File: src/rtl/uart_pkg.sv
// ---------------------------------------------------------------------------
// uart_pkg
// Definitions shared by the UART transmit arbiter and its sub-blocks.
//   uart_arb_state_t   : 3-bit encoded arbiter FSM state
//   UART_ARB_WD_CYCLES : default cycles allowed between DATA_VALID and Busy
//   next_ptr()         : modulo-nreq increment for the round-robin pointer
// ---------------------------------------------------------------------------
package uart_pkg;

  typedef enum logic [2:0] {
    ARB_IDLE      = 3'd0,
    ARB_LAUNCH    = 3'd1,
    ARB_WAIT_BUSY = 3'd2,
    ARB_WAIT_DONE = 3'd3,
    ARB_RELEASE   = 3'd4
  } uart_arb_state_t;

  localparam int UART_ARB_WD_CYCLES = 4;

  // Index of the source after idx, wrapping back to 0 past the last one.
  function automatic int next_ptr(input int idx, input int nreq);
    return (idx + 1 >= nreq) ? 0 : idx + 1;
  endfunction

endpackage

File: src/rtl/rr_arbiter.sv
// ---------------------------------------------------------------------------
// rr_arbiter
// Combinational round-robin priority encoder. Searches req upward starting
// at ptr, wrapping modulo NREQ, and reports the first asserted request.
// Ports:
//   req : per-source request vector
//   ptr : index the search starts from
//   gnt : one-hot winner (all zero when no request is asserted)
//   idx : binary index of the winner (zero when no request is asserted)
// ---------------------------------------------------------------------------
module rr_arbiter #(
  parameter int NREQ = 4,
  parameter int IDXW = (NREQ > 1) ? $clog2(NREQ) : 1
) (
  input  logic [NREQ-1:0] req,
  input  logic [IDXW-1:0] ptr,
  output logic [NREQ-1:0] gnt,
  output logic [IDXW-1:0] idx
);

  int              cand;
  logic [IDXW-1:0] cand_idx;
  logic            found;

  // Walk the candidates in rotated order; the first hit wins and the
  // found flag masks every later candidate.
  always_comb begin
    gnt      = '0;
    idx      = '0;
    found    = 1'b0;
    cand     = 0;
    cand_idx = '0;
    for (int k = 0; k < NREQ; k++) begin
      cand = int'(ptr) + k;
      if (cand >= NREQ) cand = cand - NREQ;
      cand_idx = IDXW'(cand);
      if (!found && req[cand_idx]) begin
        gnt[cand_idx] = 1'b1;
        idx           = cand_idx;
        found         = 1'b1;
      end
    end
  end

endmodule

File: src/rtl/uart_tx_arbiter.sv
// ---------------------------------------------------------------------------
// uart_tx_arbiter
// Shares one UART transmitter among NREQ byte sources in round-robin order.
// The winner's byte and parity settings are latched into holding registers,
// DATA_VALID is pulsed for one cycle, the transmitter's Busy is followed
// through the frame, and a one-cycle DONE is returned to the source. A
// watchdog releases the grant (with ERR) if Busy never rises after launch.
// Ports:
//   CLK, RST           : clock, asynchronous active-low reset
//   REQ                : per-source request, held until that source's DONE
//   REQ_DATA           : packed bytes, source i at [i*WIDTH +: WIDTH]
//   REQ_PAR_EN/TYP     : per-source parity enable / type (1 = odd)
//   Busy               : transmitter busy flag
//   GNT                : one-hot grant, held for the whole transaction
//   DONE               : one-cycle completion pulse to the granted source
//   ERR                : one-cycle pulse when the watchdog expires
//   P_DATA, DATA_VALID,
//   PAR_EN, PAR_TYP    : transmitter launch interface
// ---------------------------------------------------------------------------
module uart_tx_arbiter
  import uart_pkg::*;
#(
  parameter int WIDTH     = 8,
  parameter int NREQ      = 4,
  parameter int WD_CYCLES = UART_ARB_WD_CYCLES
) (
  input  logic                  CLK,
  input  logic                  RST,
  input  logic [NREQ-1:0]       REQ,
  input  logic [NREQ*WIDTH-1:0] REQ_DATA,
  input  logic [NREQ-1:0]       REQ_PAR_EN,
  input  logic [NREQ-1:0]       REQ_PAR_TYP,
  input  logic                  Busy,
  output logic [NREQ-1:0]       GNT,
  output logic [NREQ-1:0]       DONE,
  output logic                  ERR,
  output logic [WIDTH-1:0]      P_DATA,
  output logic                  DATA_VALID,
  output logic                  PAR_EN,
  output logic                  PAR_TYP
);

  localparam int IDXW = (NREQ > 1) ? $clog2(NREQ) : 1;
  localparam int WDW  = $clog2(WD_CYCLES + 1);

  uart_arb_state_t state;
  logic [IDXW-1:0] ptr;
  logic [IDXW-1:0] gnt_idx;
  logic [IDXW-1:0] arb_idx;
  logic [NREQ-1:0] arb_gnt;
  logic [NREQ-1:0] gnt_q;
  logic [WIDTH-1:0] sel_data;
  logic [WIDTH-1:0] p_data_q;
  logic            par_en_q;
  logic            par_typ_q;
  logic            err_q;
  logic [WDW-1:0]  wd_cnt;
  logic            arb_go;

  rr_arbiter #(
    .NREQ (NREQ),
    .IDXW (IDXW)
  ) u_rr_arbiter (
    .req (REQ),
    .ptr (ptr),
    .gnt (arb_gnt),
    .idx (arb_idx)
  );

  // Byte lane of the current arbitration winner.
  always_comb begin
    sel_data = '0;
    for (int i = 0; i < NREQ; i++) begin
      if (arb_idx == IDXW'(i)) sel_data = REQ_DATA[i*WIDTH +: WIDTH];
    end
  end

  // A launch is only considered while the transmitter is idle, which also
  // keeps us from launching into a frame that survived a reset.
  assign arb_go = (|REQ) && !Busy;

  // Transaction FSM. The holding registers are written only on a win, so
  // the transmitter sees stable data and parity settings for the whole
  // frame even if the source changes its inputs or drops REQ early.
  always_ff @(posedge CLK or negedge RST) begin
    if (!RST) begin
      state     <= ARB_IDLE;
      ptr       <= '0;
      gnt_idx   <= '0;
      gnt_q     <= '0;
      p_data_q  <= '0;
      par_en_q  <= 1'b0;
      par_typ_q <= 1'b0;
      err_q     <= 1'b0;
      wd_cnt    <= '0;
    end else begin
      err_q <= 1'b0;
      case (state)
        ARB_IDLE: begin
          if (arb_go) begin
            gnt_q     <= arb_gnt;
            gnt_idx   <= arb_idx;
            p_data_q  <= sel_data;
            par_en_q  <= REQ_PAR_EN[arb_idx];
            par_typ_q <= REQ_PAR_TYP[arb_idx];
            state     <= ARB_LAUNCH;
          end
        end
        ARB_LAUNCH: begin
          wd_cnt <= '0;
          state  <= ARB_WAIT_BUSY;
        end
        ARB_WAIT_BUSY: begin
          if (Busy) begin
            state <= ARB_WAIT_DONE;
          end else begin
            wd_cnt <= wd_cnt + 1'b1;
            if (wd_cnt == WDW'(WD_CYCLES - 1)) begin
              err_q <= 1'b1;
              state <= ARB_RELEASE;
            end
          end
        end
        ARB_WAIT_DONE: begin
          if (!Busy) state <= ARB_RELEASE;
        end
        ARB_RELEASE: begin
          gnt_q <= '0;
          ptr   <= IDXW'(next_ptr(int'(gnt_idx), NREQ));
          state <= ARB_IDLE;
        end
        default: state <= ARB_IDLE;
      endcase
    end
  end

  assign GNT        = gnt_q;
  assign DONE       = (state == ARB_RELEASE) ? gnt_q : '0;
  assign ERR        = err_q;
  assign P_DATA     = p_data_q;
  assign DATA_VALID = (state == ARB_LAUNCH);
  assign PAR_EN     = par_en_q;
  assign PAR_TYP    = par_typ_q;

endmodule

File: config.mk
export PLATFORM = sky130hd
export DESIGN_NAME = uart_tx_arbiter
export DESIGN_NICKNAME = d
export VERILOG_FILES = /design/src/rtl/uart_pkg.sv /design/src/rtl/rr_arbiter.sv /design/src/rtl/uart_tx_arbiter.sv
export SDC_FILE = /design/constraint.sdc
export NUM_CORES = 1
export LEC_CHECK = 0
export CAP_MARGIN = 10
export CORE_ASPECT_RATIO = 1.75
export CORE_MARGIN = 2
export CORE_UTILIZATION = 45
export CTS_CLUSTER_DIAMETER = 40
export DETAILED_ROUTE_END_ITERATION = 7
export DONT_BUFFER_PORTS = 1
export GPL_ROUTABILITY_DRIVEN = 0
export SLEW_MARGIN = 20
export SYNTH_ARGS = -nofsm -noshare
export SYNTH_HDL_FRONTEND = slang
export SYNTH_HIERARCHICAL = 1
export SYNTH_SLANG_ARGS = --single-unit
File: constraint.sdc
create_clock -name CLK -period 3.9 [get_ports CLK]
set_input_delay 0 -clock CLK [delete_from_list [all_inputs] [get_ports CLK]]
set_output_delay 0 -clock CLK [all_outputs]
set_load 0.02 [all_outputs]
==> results by group <==
Hold path
  – WHS Path Cells: 3
  – Hold Crit Class: in2reg
  – Min-delay src: REQ[2]

Yosys
  – Synth top area share: between 30% and 40%
  – Yosys reg bits: 25
  – Post-Syn Area per Cell: 11.2 µm²
  – Area leader, netlist: dfrtp_1
  – Register area share after synthesis: a little under a third
  – Most frequent cell after synthesis: dfrtp_1
  – Commonest cells post-synth: dfrtp_1 (25), o21ai_0 (18), mux4_2 (13), nand2_1 (13)
  – EDFF count, synth: 0
  – Asr flop ratio synth: between 90% and 100%
  – Synth area leaders: dfrtp_1 (32%), mux4_2 (15%), mux2_4 (7.6%)
  – Mapped Cells: 176
  – Mapped Area: 1970 µm²
  – Yosys warnings: 6
  – Main synth FF type: dfrtp_1
  – Cell variety after synth: between 40 and 50
  – Synthesized net count: 231

Timing
  – RSZ-0062 raised after global routing: no
  – Layout Skew: 0.00698 ns
  – Max Transition Viols Final: 0
  – Endpoints failing hold: 0
  – Min Hold Slack: 0.0303 ns
  – Slew @ Worst Pin: 1.11 ns
  – Crit path time final: 2.88 ns
  – Setup-failing EPs final: 0
  – Final period util: between 70 and 80%
  – Max_slew headroom: 25.7%
  – Setup TNS Final: 0 ns
  – Peak Freq: 0.347 GHz
  – Final worst setup slack: 1.02 ns

Global route
  – First-pass GRT wire length: 6830 µm
  – GRT overflow: 0
  – Largest net degree at the start of global routing: 26
  – Total GRT Usage: 18.3%
  – Vias in the first global route: 1446
  – Antenna violations before repair: 0

Clock tree
  – CTS resizes: 0
  – Skew-Pair Late Insertion Delay: between 0.2 and 0.3 ns
  – Number of sinks on the clock net: 25
  – CTS buffer count: 3
  – Clock transition at the registers of the reported paths: 0.10 ns
  – # H-tree levels: 1
  – Clk buf depth: 2
  – Clock tree root buffer cell: clkbuf_8
  – CTS tree: yes

Critical path
  – Worst EP required: around 4 ns
  – Worst r2r src: ptr[1]$_DFFE_PN0P_
  – Critical Path End Type: register
  – R2R Path End: P_DATA[4]$_DFFE_PN0P_
  – CP Launch Type: register
  – Critical Path AT: 3.05 ns
  – Crit Path Category: reg2reg
  – Critical path origin: ptr[1]$_DFFE_PN0P_
  – Crit-path max FO: 11
  – R2R setup slack: 1.02 ns
  – Worst r2r path cells: 8
  – Critical Path Sink: P_DATA[4]$_DFFE_PN0P_

Routing
  – Vias: 1402
  – Drt first pass iters: 4
  – Remaining DRCs: 0
  – Final wirelength: approximately 4400 µm
  – Initial drt markers: 23
  – Post-DR wirelength/cell: 19.9 µm
  – Routed Antenna Nets: 0
  – Via density: 6.37

Floorplan
  – Die height: 91.5 µm
  – Die area: 4940 µm²
  – Initial Utilization: around 47%
  – Die Wd: 54.0 µm
  – Core Rows: 31
  – Core area: 4190 µm²
  – I/O pin count: 67

Power
  – Gate power share: 56.6%
  – Power per cell area: 869 nW/µm²
  – Int Power: 0.00101 W
  – Leak: 0.832 nW
  – Clock Power Share: between 9 and 10%
  – Switching portion of total power: 43.2%
  – Sequential share of power: 34.4%
  – Peak VDD IR: roughly 0.00043 V
  – P_sw: a little under 0.0008 W

Status
  – Status: complete, no violations

Final layout
  – Area delta synth->final: 4.13%
  – Layout fillers: 379
  – # diodes: 0
  – Number of nets in the layout: 227
  – Proportion of layout cells with a drive suffix above 1: a little over a quarter

Placement
  – I/O Buffers: 0
  – Pre-CTS setup slack: 0.757 ns
  – DP HPWL: 3340 µm

Flow run
  – Max-Cap Viols: 0
## worst max-delay path, stage by stage, from the launching register on
cell and delay [ns]:
dfrtp_1 0.36, inv_1 0.07, ha_1 0.38, o21ai_0 0.12, o31ai_1 0.59, o31a_1 0.22
buf_4 0.23, mux4_2 0.53, mux2_4 0.27
## cell type report
cell class,instances,area (µm²),area share [%]
inverter,10,37.5,1.83
clock buffer,3,41.3,2.01
sequential,25,626,30.5
clock inverter,1,7.51,0.366
timing repair buffer,6,62.6,3.05
tap,49,61.3,2.99
multi-input combinational,126,1210,59.2
## power by group through the flow
| stage | Combinational [W] | Sequential, W | Clock, W |
|---|---|---|---|
| after floorplan | 0.000914 | 0.000557 | 0 |
| after global routing | 0.00111 | 0.000633 | 0.000173 |
| final | 0.00101 | 0.000612 | 0.000161 |
| after detailed placement | 0.00100 | 0.000619 | 0 |
| after CTS | 0.00101 | 0.000615 | 0.000164 |
| after global placement | 0.000954 | 0.000611 | 0 |
## stage by stage
| stage | power, W | util (%) | area (µm²) | std cells |
|---|---|---|---|---|
| finish | 0.00178 | 48.9 | 2050 | 220 |
| global route | 0.00192 | 48.9 | 2050 | 220 |
| CTS | 0.00179 | 48.8 | 2040 | 220 |
| detailed placement | 0.00162 | 46.7 | 1950 | 213 |
| global placement | 0.00157 | 46.7 | 1950 | 213 |
| floorplan | 0.00147 | - | 1970 | 176 |
## cell families after synthesis
group           count (synthesis)  synth area share, %
simple gates                   46                 15.3
flops                          25                 31.8
mux                            29                 25.8
fa+ha+maj                       8                 5.09
compound gates                 43                 15.2
buf+inv                        25                 6.87
## worst min path at each step
| stage | endpoint | slack (ns) |
|---|---|---|
| floorplan | ERR$_DFF_PN0_ | -0.30 |
| global placement | wd_cnt[0]$_DFFE_PN0P_ | -0.30 |
| detailed placement | wd_cnt[0]$_DFFE_PN0P_ | -0.30 |
| CTS | GNT[1]$_DFFE_PN0P_ | 0.03 |
| global route | GNT[0]$_DFFE_PN0P_ | 0.04 |
| finish | GNT[1]$_DFFE_PN0P_ | 0.03 |
## timing repair
action	4_1_cts	5_1_grt
setup buffers	0	0
endpoints found under the hold margin	33	0
hold buffers	3	0
## cell usage in the layout (no fill, tap or decap), drive strengths merged, types with 3 or more instances in the layout
cell type,count
dfrtp,25
clkbuf,3
nor2b,5
nand2b,3
nor3b,3
o21ai,18
o2bb2ai,3
a21oi,3
inv,10
nor2,7
nand2,13
mux4,13
and3,4
a221o,4
ha,8
buf,4
o311ai,4
mux2,14
## metal layers
metal / wire length, µm / GRT usage [%]
met5: 0 / 0
met2: 2450 / 33.0
met3: 227 / 2.96
met4: 114 / 7.29
met1: 1580 / 19.8
## state kept, by name, summed over array words and instances, names as in the netlist
signal   cells
ptr          2
gnt_idx      2
GNT          4
PAR_EN       1
wd_cnt       3
state        3
PAR_TYP      1
ERR          1
P_DATA       8
Power figures use the tool's default switching activity.
